### config.mk
export PLATFORM = sky130hd
export DESIGN_NAME = regfile_sb_pipe
export DESIGN_NICKNAME = d
export VERILOG_FILES = /design/src/rtl/regfile_sb_pipe_pkg.sv /design/src/rtl/regfile_scoreboard.sv /design/src/rtl/regfile_sb_pipe.sv
export SDC_FILE = /design/constraint.sdc
export NUM_CORES = 2
export LEC_CHECK = 0
export BUFFER_PORTS_ARGS = -buffer_cell sky130_fd_sc_hd__buf_2
export CAP_MARGIN = 20
export CORE_MARGIN = 1
export CORE_UTILIZATION = 45
export DETAILED_ROUTE_END_ITERATION = 10
export SLEW_MARGIN = 20
export SYNTH_ARGS = -nofsm -noshare
export SYNTH_HDL_FRONTEND = slang
export SYNTH_SLANG_ARGS = --single-unit
### constraint.sdc
create_clock -name i_clk -period 24.8 [get_ports i_clk]
set_clock_uncertainty 0.1 [all_clocks]
set_input_delay 4.96 -clock i_clk [delete_from_list [all_inputs] [get_ports i_clk]]
set_output_delay 4.96 -clock i_clk [all_outputs]
set_load 0.01 [all_outputs]
### src/rtl/regfile_sb_pipe_pkg.sv
// -----------------------------------------------------------------------------
// regfile_sb_pipe_pkg
// Shared definitions for the pipelined register file and its load scoreboard.
//   addr_width()  : address width for a given register count
//   NRD           : number of architectural read ports
//   DEF_NREG      : default register count
//   PC_IDX        : index of the PC register for the default register count
//   err_cause_e   : bit positions of the individual ERR causes
// -----------------------------------------------------------------------------
package regfile_sb_pipe_pkg;

  function automatic int addr_width(input int n);
    return (n <= 1) ? 1 : $clog2(n);
  endfunction

  localparam int NRD      = 3;
  localparam int DEF_NREG = 16;
  localparam int PC_IDX   = DEF_NREG - 1;

  // Each cause owns one bit of the scoreboard's cause vector.
  typedef enum logic [1:0] {
    ERR_ISS_PEND   = 2'd0,  // issue to a register that is still pending
    ERR_WE0_PEND   = 2'd1,  // ALU write to a register awaiting a load
    ERR_WE1_NOPEND = 2'd2,  // load writeback with no outstanding load
    ERR_ISS_PC     = 2'd3   // load issued to the PC register
  } err_cause_e;

  localparam int NERR = 4;

endpackage

### src/rtl/regfile_scoreboard.sv
// -----------------------------------------------------------------------------
// regfile_scoreboard
// Tracks outstanding loads for the register file.
//   i_clk, i_rst        : clock, asynchronous active-high reset
//   i_iss_en/i_iss_addr : load issue; marks the destination pending
//   i_we0/i_wa0         : ALU writeback (error check only)
//   i_we1/i_wa1         : load writeback; clears the pending bit
//   i_ra/i_re           : read addresses and enables for hazard detection
//   o_pend/o_pcnt       : pending vector and its population count
//   o_err               : sticky protocol error
//   o_haz               : stall request
// -----------------------------------------------------------------------------
module regfile_scoreboard
  import regfile_sb_pipe_pkg::*;
#(
  parameter int NREG  = 16,
  parameter int AW    = addr_width(NREG),
  parameter bit PC_EN = 1'b1
) (
  input  logic                   i_clk,
  input  logic                   i_rst,
  input  logic                   i_iss_en,
  input  logic [AW-1:0]          i_iss_addr,
  input  logic                   i_we0,
  input  logic [AW-1:0]          i_wa0,
  input  logic                   i_we1,
  input  logic [AW-1:0]          i_wa1,
  input  logic [NRD-1:0][AW-1:0] i_ra,
  input  logic [NRD-1:0]         i_re,
  output logic [NREG-1:0]        o_pend,
  output logic [AW:0]            o_pcnt,
  output logic                   o_err,
  output logic                   o_haz
);

  localparam logic [AW-1:0] LP_PC = AW'(NREG - 1);

  logic [NREG-1:0] r_pend;
  logic [NREG-1:0] w_pend_next;
  logic [AW:0]     r_pcnt;
  logic            r_err;
  logic [NERR-1:0] w_cause;
  logic [NRD-1:0]  w_haz_port;
  logic            w_iss_pc;
  logic            w_iss_ok;
  logic            w_same;
  logic            w_inc;
  logic            w_dec;

  assign w_iss_pc = PC_EN && (i_iss_addr == LP_PC);
  assign w_iss_ok = i_iss_en && !w_iss_pc;
  assign w_same   = i_we1 && (i_wa1 == i_iss_addr);

  // A set on a register also being cleared wins, so the clear is not counted.
  assign w_inc = w_iss_ok && !r_pend[i_iss_addr];
  assign w_dec = i_we1 && r_pend[i_wa1] && !(w_iss_ok && w_same);

  assign w_cause[ERR_ISS_PEND]   = w_iss_ok && r_pend[i_iss_addr] && !w_same;
  assign w_cause[ERR_WE0_PEND]   = i_we0 && r_pend[i_wa0];
  assign w_cause[ERR_WE1_NOPEND] = i_we1 && !r_pend[i_wa1];
  assign w_cause[ERR_ISS_PC]     = i_iss_en && w_iss_pc;

  generate
    for (genvar gi = 0; gi < NREG; gi++) begin : g_pend
      logic w_set;
      logic w_clr;
      assign w_set = w_iss_ok && (i_iss_addr == AW'(gi));
      assign w_clr = i_we1 && (i_wa1 == AW'(gi));
      assign w_pend_next[gi] = w_set | (r_pend[gi] & ~w_clr);
    end

    for (genvar gi = 0; gi < NRD; gi++) begin : g_haz
      assign w_haz_port[gi] = i_re[gi] && r_pend[i_ra[gi]];
    end
  endgenerate

  always_ff @(posedge i_clk or posedge i_rst) begin
    if (i_rst) begin
      r_pend <= '0;
      r_pcnt <= '0;
      r_err  <= 1'b0;
    end else begin
      r_pend <= w_pend_next;
      r_pcnt <= r_pcnt + (AW+1)'(w_inc) - (AW+1)'(w_dec);
      r_err  <= r_err | (|w_cause);
    end
  end

  // Pending bits are cleared by reset, so the hazard is low while in reset.
  assign o_haz  = |w_haz_port;
  assign o_pend = r_pend;
  assign o_pcnt = r_pcnt;
  assign o_err  = r_err;

endmodule

### src/rtl/regfile_sb_pipe.sv
// -----------------------------------------------------------------------------
// regfile_sb_pipe
// Register file with 3 read ports, 2 write ports (0 = ALU, 1 = load),
// load scoreboard, R15 PC read path and a debug read port.
//   i_clk, i_res                  : clock, asynchronous active-high reset
//   i_ra0..2, i_re / o_rd0..2     : read addresses, hazard enables, read data
//   i_we0/i_wa0/i_wd0             : ALU writeback
//   i_we1/i_wa1/i_wd1             : load writeback
//   i_iss_en/i_iss_addr           : load issue
//   i_pc_in                       : PC+8 returned on R15 reads when PC_EN=1
//   o_haz/o_pend/o_pcnt/o_err     : scoreboard status
//   i_dbg_addr/o_dbg_data         : debug read port
// Optional macro REGFILE_BYPASS_EN: forward same-cycle write data to reads.
// -----------------------------------------------------------------------------
module regfile_sb_pipe
  import regfile_sb_pipe_pkg::*;
#(
  parameter int W     = 32,
  parameter int NREG  = DEF_NREG,
  parameter int AW    = addr_width(NREG),
  parameter bit PC_EN = 1'b1
) (
  input  logic            i_clk,
  input  logic            i_res,
  input  logic [AW-1:0]   i_ra0,
  input  logic [AW-1:0]   i_ra1,
  input  logic [AW-1:0]   i_ra2,
  input  logic [NRD-1:0]  i_re,
  output logic [W-1:0]    o_rd0,
  output logic [W-1:0]    o_rd1,
  output logic [W-1:0]    o_rd2,
  input  logic            i_we0,
  input  logic [AW-1:0]   i_wa0,
  input  logic [W-1:0]    i_wd0,
  input  logic            i_we1,
  input  logic [AW-1:0]   i_wa1,
  input  logic [W-1:0]    i_wd1,
  input  logic            i_iss_en,
  input  logic [AW-1:0]   i_iss_addr,
  input  logic [W-1:0]    i_pc_in,
  output logic            o_haz,
  output logic [NREG-1:0] o_pend,
  output logic [AW:0]     o_pcnt,
  output logic            o_err,
  input  logic [AW-1:0]   i_dbg_addr,
  output logic [W-1:0]    o_dbg_data
);

  localparam logic [AW-1:0] LP_PC = AW'(NREG - 1);
  localparam int            NTAP  = NRD + 1;  // read ports plus debug tap

  logic [W-1:0]             r_mem [NREG];
  logic [NREG-1:0]          w_wr0;
  logic [NREG-1:0]          w_wr1;
  logic [NTAP-1:0][AW-1:0]  w_raddr;
  logic [NTAP-1:0][W-1:0]   w_rdata;
  logic [NRD-1:0][AW-1:0]   w_ra;

  // Write decode; R15 is read-only while it mirrors the PC.
  generate
    for (genvar gi = 0; gi < NREG; gi++) begin : g_wdec
      localparam bit LP_RO = PC_EN && (gi == NREG - 1);
      assign w_wr0[gi] = !LP_RO && i_we0 && (i_wa0 == AW'(gi));
      assign w_wr1[gi] = !LP_RO && i_we1 && (i_wa1 == AW'(gi));
    end
  endgenerate

  // Port 0 is checked first: the ALU result belongs to the younger instruction.
  always_ff @(posedge i_clk or posedge i_res) begin
    if (i_res) begin
      for (int i = 0; i < NREG; i++) r_mem[i] <= '0;
    end else begin
      for (int i = 0; i < NREG; i++) begin
        if (w_wr0[i])      r_mem[i] <= i_wd0;
        else if (w_wr1[i]) r_mem[i] <= i_wd1;
      end
    end
  end

  assign w_raddr = {i_dbg_addr, i_ra2, i_ra1, i_ra0};
  assign w_ra    = {i_ra2, i_ra1, i_ra0};

  generate
    for (genvar gi = 0; gi < NTAP; gi++) begin : g_rd
      logic [W-1:0] w_data;
      always_comb begin
        w_data = r_mem[w_raddr[gi]];
`ifdef REGFILE_BYPASS_EN
        if (i_we0 && (i_wa0 == w_raddr[gi]))      w_data = i_wd0;
        else if (i_we1 && (i_wa1 == w_raddr[gi])) w_data = i_wd1;
`endif
        // The PC view overrides both the array and any forwarded data.
        if (PC_EN && (w_raddr[gi] == LP_PC)) w_data = i_pc_in;
      end
      assign w_rdata[gi] = w_data;
    end
  endgenerate

  assign o_rd0      = w_rdata[0];
  assign o_rd1      = w_rdata[1];
  assign o_rd2      = w_rdata[2];
  assign o_dbg_data = w_rdata[3];

  regfile_scoreboard #(
    .NREG  (NREG),
    .AW    (AW),
    .PC_EN (PC_EN)
  ) u_sb (
    .i_clk      (i_clk),
    .i_rst      (i_res),
    .i_iss_en   (i_iss_en),
    .i_iss_addr (i_iss_addr),
    .i_we0      (i_we0),
    .i_wa0      (i_wa0),
    .i_we1      (i_we1),
    .i_wa1      (i_wa1),
    .i_ra       (w_ra),
    .i_re       (i_re),
    .o_pend     (o_pend),
    .o_pcnt     (o_pcnt),
    .o_err      (o_err),
    .o_haz      (o_haz)
  );

endmodule

==> results.ini <==
[status]
result_of_the_run = complete, no violations

[setup_path]
timing.critical_path.max_delay_family = buffers and inverters
critical_path_buf_inv_count = 3
cpMaxStageDelayCell = sky130_fd_sc_hd__nand2_2
arrival_ns = 8.55
critPathRequiredTime_ns = 19.74
critPathLaunchType = input port
max_stage_delay_ns = 0.92
critPathMaxFanout = 83
cp_cell_sequence = clkbuf_8, buf_4, nand4_1, nand2_2, o221ai_1, buf_2
worst-setup-path-type = in2out
end_kind = output pin

[grt]
grt_antenna_before_repair = 7
grt_pass1_vias = 32400
overflow = 0
first_pass_grt_wire_length_um = 233000
track_usage_pct = 34.9
maximum_number_of_pins_on_one_net_before_global_route_repair = 154

[synthesis]
netlist.top_cell.by_area = sky130_fd_sc_hd__dfrtp_1
synth_enable_flop_cells = 0
post-synth-top-area-fraction_pct = 30.9
post_synth_main_area_contributors = sky130_fd_sc_hd__dfrtp_1 31%, sky130_fd_sc_hd__mux4_2 24%, sky130_fd_sc_hd__mux2i_1 16%, sky130_fd_sc_hd__a21oi_1 3.8%, sky130_fd_sc_hd__nor2_1 3.3%
yosys_warnings = 0
synth_async_sr_flop_share_pct = 100
synthesized_netlist_cell_count = 3754
yosysSeqAreaShare_pct = 30.9
post_synth_instance_area_mm2 = 0.0407
synthesis.area_per_instance_um2 = 10.8
ys_dominant_reg_cell = sky130_fd_sc_hd__dfrtp_1
ys_ff_latch = 502
synthesis.nets = 3892
yosys.cell_types.count = 53

[die]
core.rowCount = 109
floorplan.die.width_um = 303
floorplan.initialDensity_pct = 45.7
coreArea_mm2 = 0.0889
die_height_um = 303
die_area_mm2 = 0.0916
top_level_ports = 283

[sta]
transition_time_at_the_pin_with_the_least_slew_margin_ns = 1.21
maxSlewViolCount = 0
unrepaired_setup_endpoints_after_global_routing = false
min_period_over_period_pct = 54.9
timing.max_slew.rel_slack_pct = 19.0
timing_hold_violations_final = 0
max_freq_mhz = 73.5
hold-worst-slack_ns = 0.501
finalSetupViolations = 0
post-route-min-period_ns = 13.61
fin_setup_tns_ns = 0

[cts]
root_buffer_cell = sky130_fd_sc_hd__clkbuf_16
ctsHtreeMaxLevel = 2
postCtsResizedCells = 0
cts_tree = done
ctsHoldBuffers = 0
cts_setup_buffers = 0
clk-insertion-delay-late_ns = 0.65
clock_buffer_count_from_cts = 60
numClockSinks = 502
worst_setup_hold_path_clk_slew_ns = 0.06
ctsLongestPathBuffers = 3

[layout]
n_fill_cell = 8071
layout_common_cells = 666 x sky130_fd_sc_hd__mux2i_1, 502 x sky130_fd_sc_hd__dfrtp_1, 433 x sky130_fd_sc_hd__mux4_2
layout-drive-gt1-share_pct = 26.8
layout.area.seq_mm2 = 0.0126
finish.net_count = 3882
multi_input_comb_area_mm2 = 0.0262
layout-area-overhead-vs-synth_pct = 9.39
layout.cells.most_common = sky130_fd_sc_hd__mux2i_1

[pwr]
power_mw = 3.49
vdd_ir_drop_max_uv = 55.7
pwr_density_cell_mw_per_mm2 = 78.4
leakagePower_nw = 18.1

[routing]
finalWirelength_um = 160000
via_count = 34000
first_iter_violations = 4451
drtPass1Iterations = 6
remaining_drc_errors = 0
route.antenna.remaining_nets = 0
vias_cell = 6.85
routed_wire_length_per_instance_um = 32.3

[placement]
half_perimeter_wire_length_after_placement_um = 89600
finalWeightedCongestion = 0.872
io_buffers = 282

[worst_hold_path]
worst_hold_path_type = reg2reg

[run]
timing.max_cap.violations = 0

-- sequential cells by signal (all words and copies together) (netlist names) --
signal / cells
u_sb.o_err: 1
u_sb.o_pcnt: 5
r_mem: 480
u_sb.o_pend: 16
-- cells in the mapped netlist (6+ instances only) --
cell type and count:
sky130_fd_sc_hd__o22ai_1 72, sky130_fd_sc_hd__nor2_1 356, sky130_fd_sc_hd__clkbuf_1 221, sky130_fd_sc_hd__a211oi_1 61, sky130_fd_sc_hd__mux2_1 9, sky130_fd_sc_hd__nand4_1 8
sky130_fd_sc_hd__mux2i_1 666, sky130_fd_sc_hd__mux4_2 433, sky130_fd_sc_hd__buf_1 18, sky130_fd_sc_hd__buf_4 47, sky130_fd_sc_hd__mux2_2 89, sky130_fd_sc_hd__buf_2 121
sky130_fd_sc_hd__inv_1 16, sky130_fd_sc_hd__o21ai_1 183, sky130_fd_sc_hd__nand3_1 6, sky130_fd_sc_hd__o221ai_1 30, sky130_fd_sc_hd__dfrtp_1 502, sky130_fd_sc_hd__xnor2_1 8
sky130_fd_sc_hd__nor2_2 7, sky130_fd_sc_hd__nor2b_1 65, sky130_fd_sc_hd__buf_6 15, sky130_fd_sc_hd__a21oi_1 305, sky130_fd_sc_hd__nand2_1 275, sky130_fd_sc_hd__o22a_1 24
sky130_fd_sc_hd__o2bb2ai_1 71, sky130_fd_sc_hd__o21ai_0 59, sky130_fd_sc_hd__nand2b_1 10, sky130_fd_sc_hd__o21a_1 27
-- worst paths after layout --
| path | start | end | slack, ns | cells after the start |
|---|---|---|---|---|
| worst max-delay path | i_ra2[1] | o_rd2[17] | 11.19 | 6 |
| worst min-delay path | u_sb.o_pcnt[4]$_DFF_PP0_ | u_sb.o_pcnt[4]$_DFF_PP0_ | 0.50 | 2 |
| worst max register to register | u_sb.o_pend[5]$_DFF_PP0_ | u_sb.o_pcnt[4]$_DFF_PP0_ | 21.74 | 12 |
| worst min register to register | u_sb.o_pcnt[4]$_DFF_PP0_ | u_sb.o_pcnt[4]$_DFF_PP0_ | 0.50 | 2 |
| max in group asynchronous | i_res | r_mem[272]$_DFFE_PP0P_ | 17.61 | 5 |
| min in group asynchronous | i_res | u_sb.o_pcnt[2]$_DFF_PP0_ | 4.30 | 2 |
-- metal layers --
metal | up-vias | wire length [µm] | GRT usage [%] | part of all wire, %
met3 | 445 | 16900 | 8.11 | 11
met5 | - | 13 | 0 | 0.0081
met4 | 2 | 8650 | 17.1 | 5.4
met1 | 17100 | 62400 | 47.4 | 39
li1 | 14300 | - | - | -
met2 | 2122 | 72300 | 52.6 | 45
-- where the power goes --
group	internal, mW	switching, mW
Sequential	1.03	0.278
Clock	0.576	0.393
Combinational	0.664	0.547
Total	2.27	1.22
-- area by class of cell --
| type | count | area share [%] |
|---|---|---|
| well taps | 1165 | 3.28 |
| multi-input cells | 2814 | 58.9 |
| flip-flops and latches | 502 | 28.2 |
| repair buffers | 350 | 4.67 |
| clock buffers | 80 | 3.86 |
| diodes | 6 | 0.0338 |
| inverters | 16 | 0.152 |
| clock inverters | 30 | 0.875 |
-- worst min-delay path, cell delays in order, from the launching register on --
cell and delay (ns):
sky130_fd_sc_hd__dfrtp_1 0.36, sky130_fd_sc_hd__xnor2_1 0.08, sky130_fd_sc_hd__xnor2_1 0.12
-- kinds of logic (layout without fill, tap and decap cells) --
group / after synthesis / in the layout / synth area share (%)
muxes: 1197 / 1197 / 43.1
AOI/OAI and AO/OA: 853 / 853 / 12.6
xor gates and xnor gates: 8 / 8 / 0.172
buffers and inverters: 438 / 476 / 5.13
adders and majority gates: 6 / 6 / 0.203
and+or+nand+nor: 750 / 750 / 7.93
DFF: 502 / 502 / 30.9
other: 0 / 6 / 0
-- stage by stage --
step | area, µm² | std cells | utilization, % | worst slack, ns
6_report | 44500 | 4963 | 50.0 | 11.19
5_1_grt | 44500 | 4962 | 50.0 | 11.10
4_1_cts | 44400 | 4955 | 50.0 | 11.27
3_5_place_dp | 42300 | 4845 | 47.6 | 11.27
3_3_place_gp | 42300 | 4843 | 47.5 | 11.24
2_1_floorplan | 40700 | 3754 | - | 5.72
No activity file was read; power rests on OpenSTA's default activity.
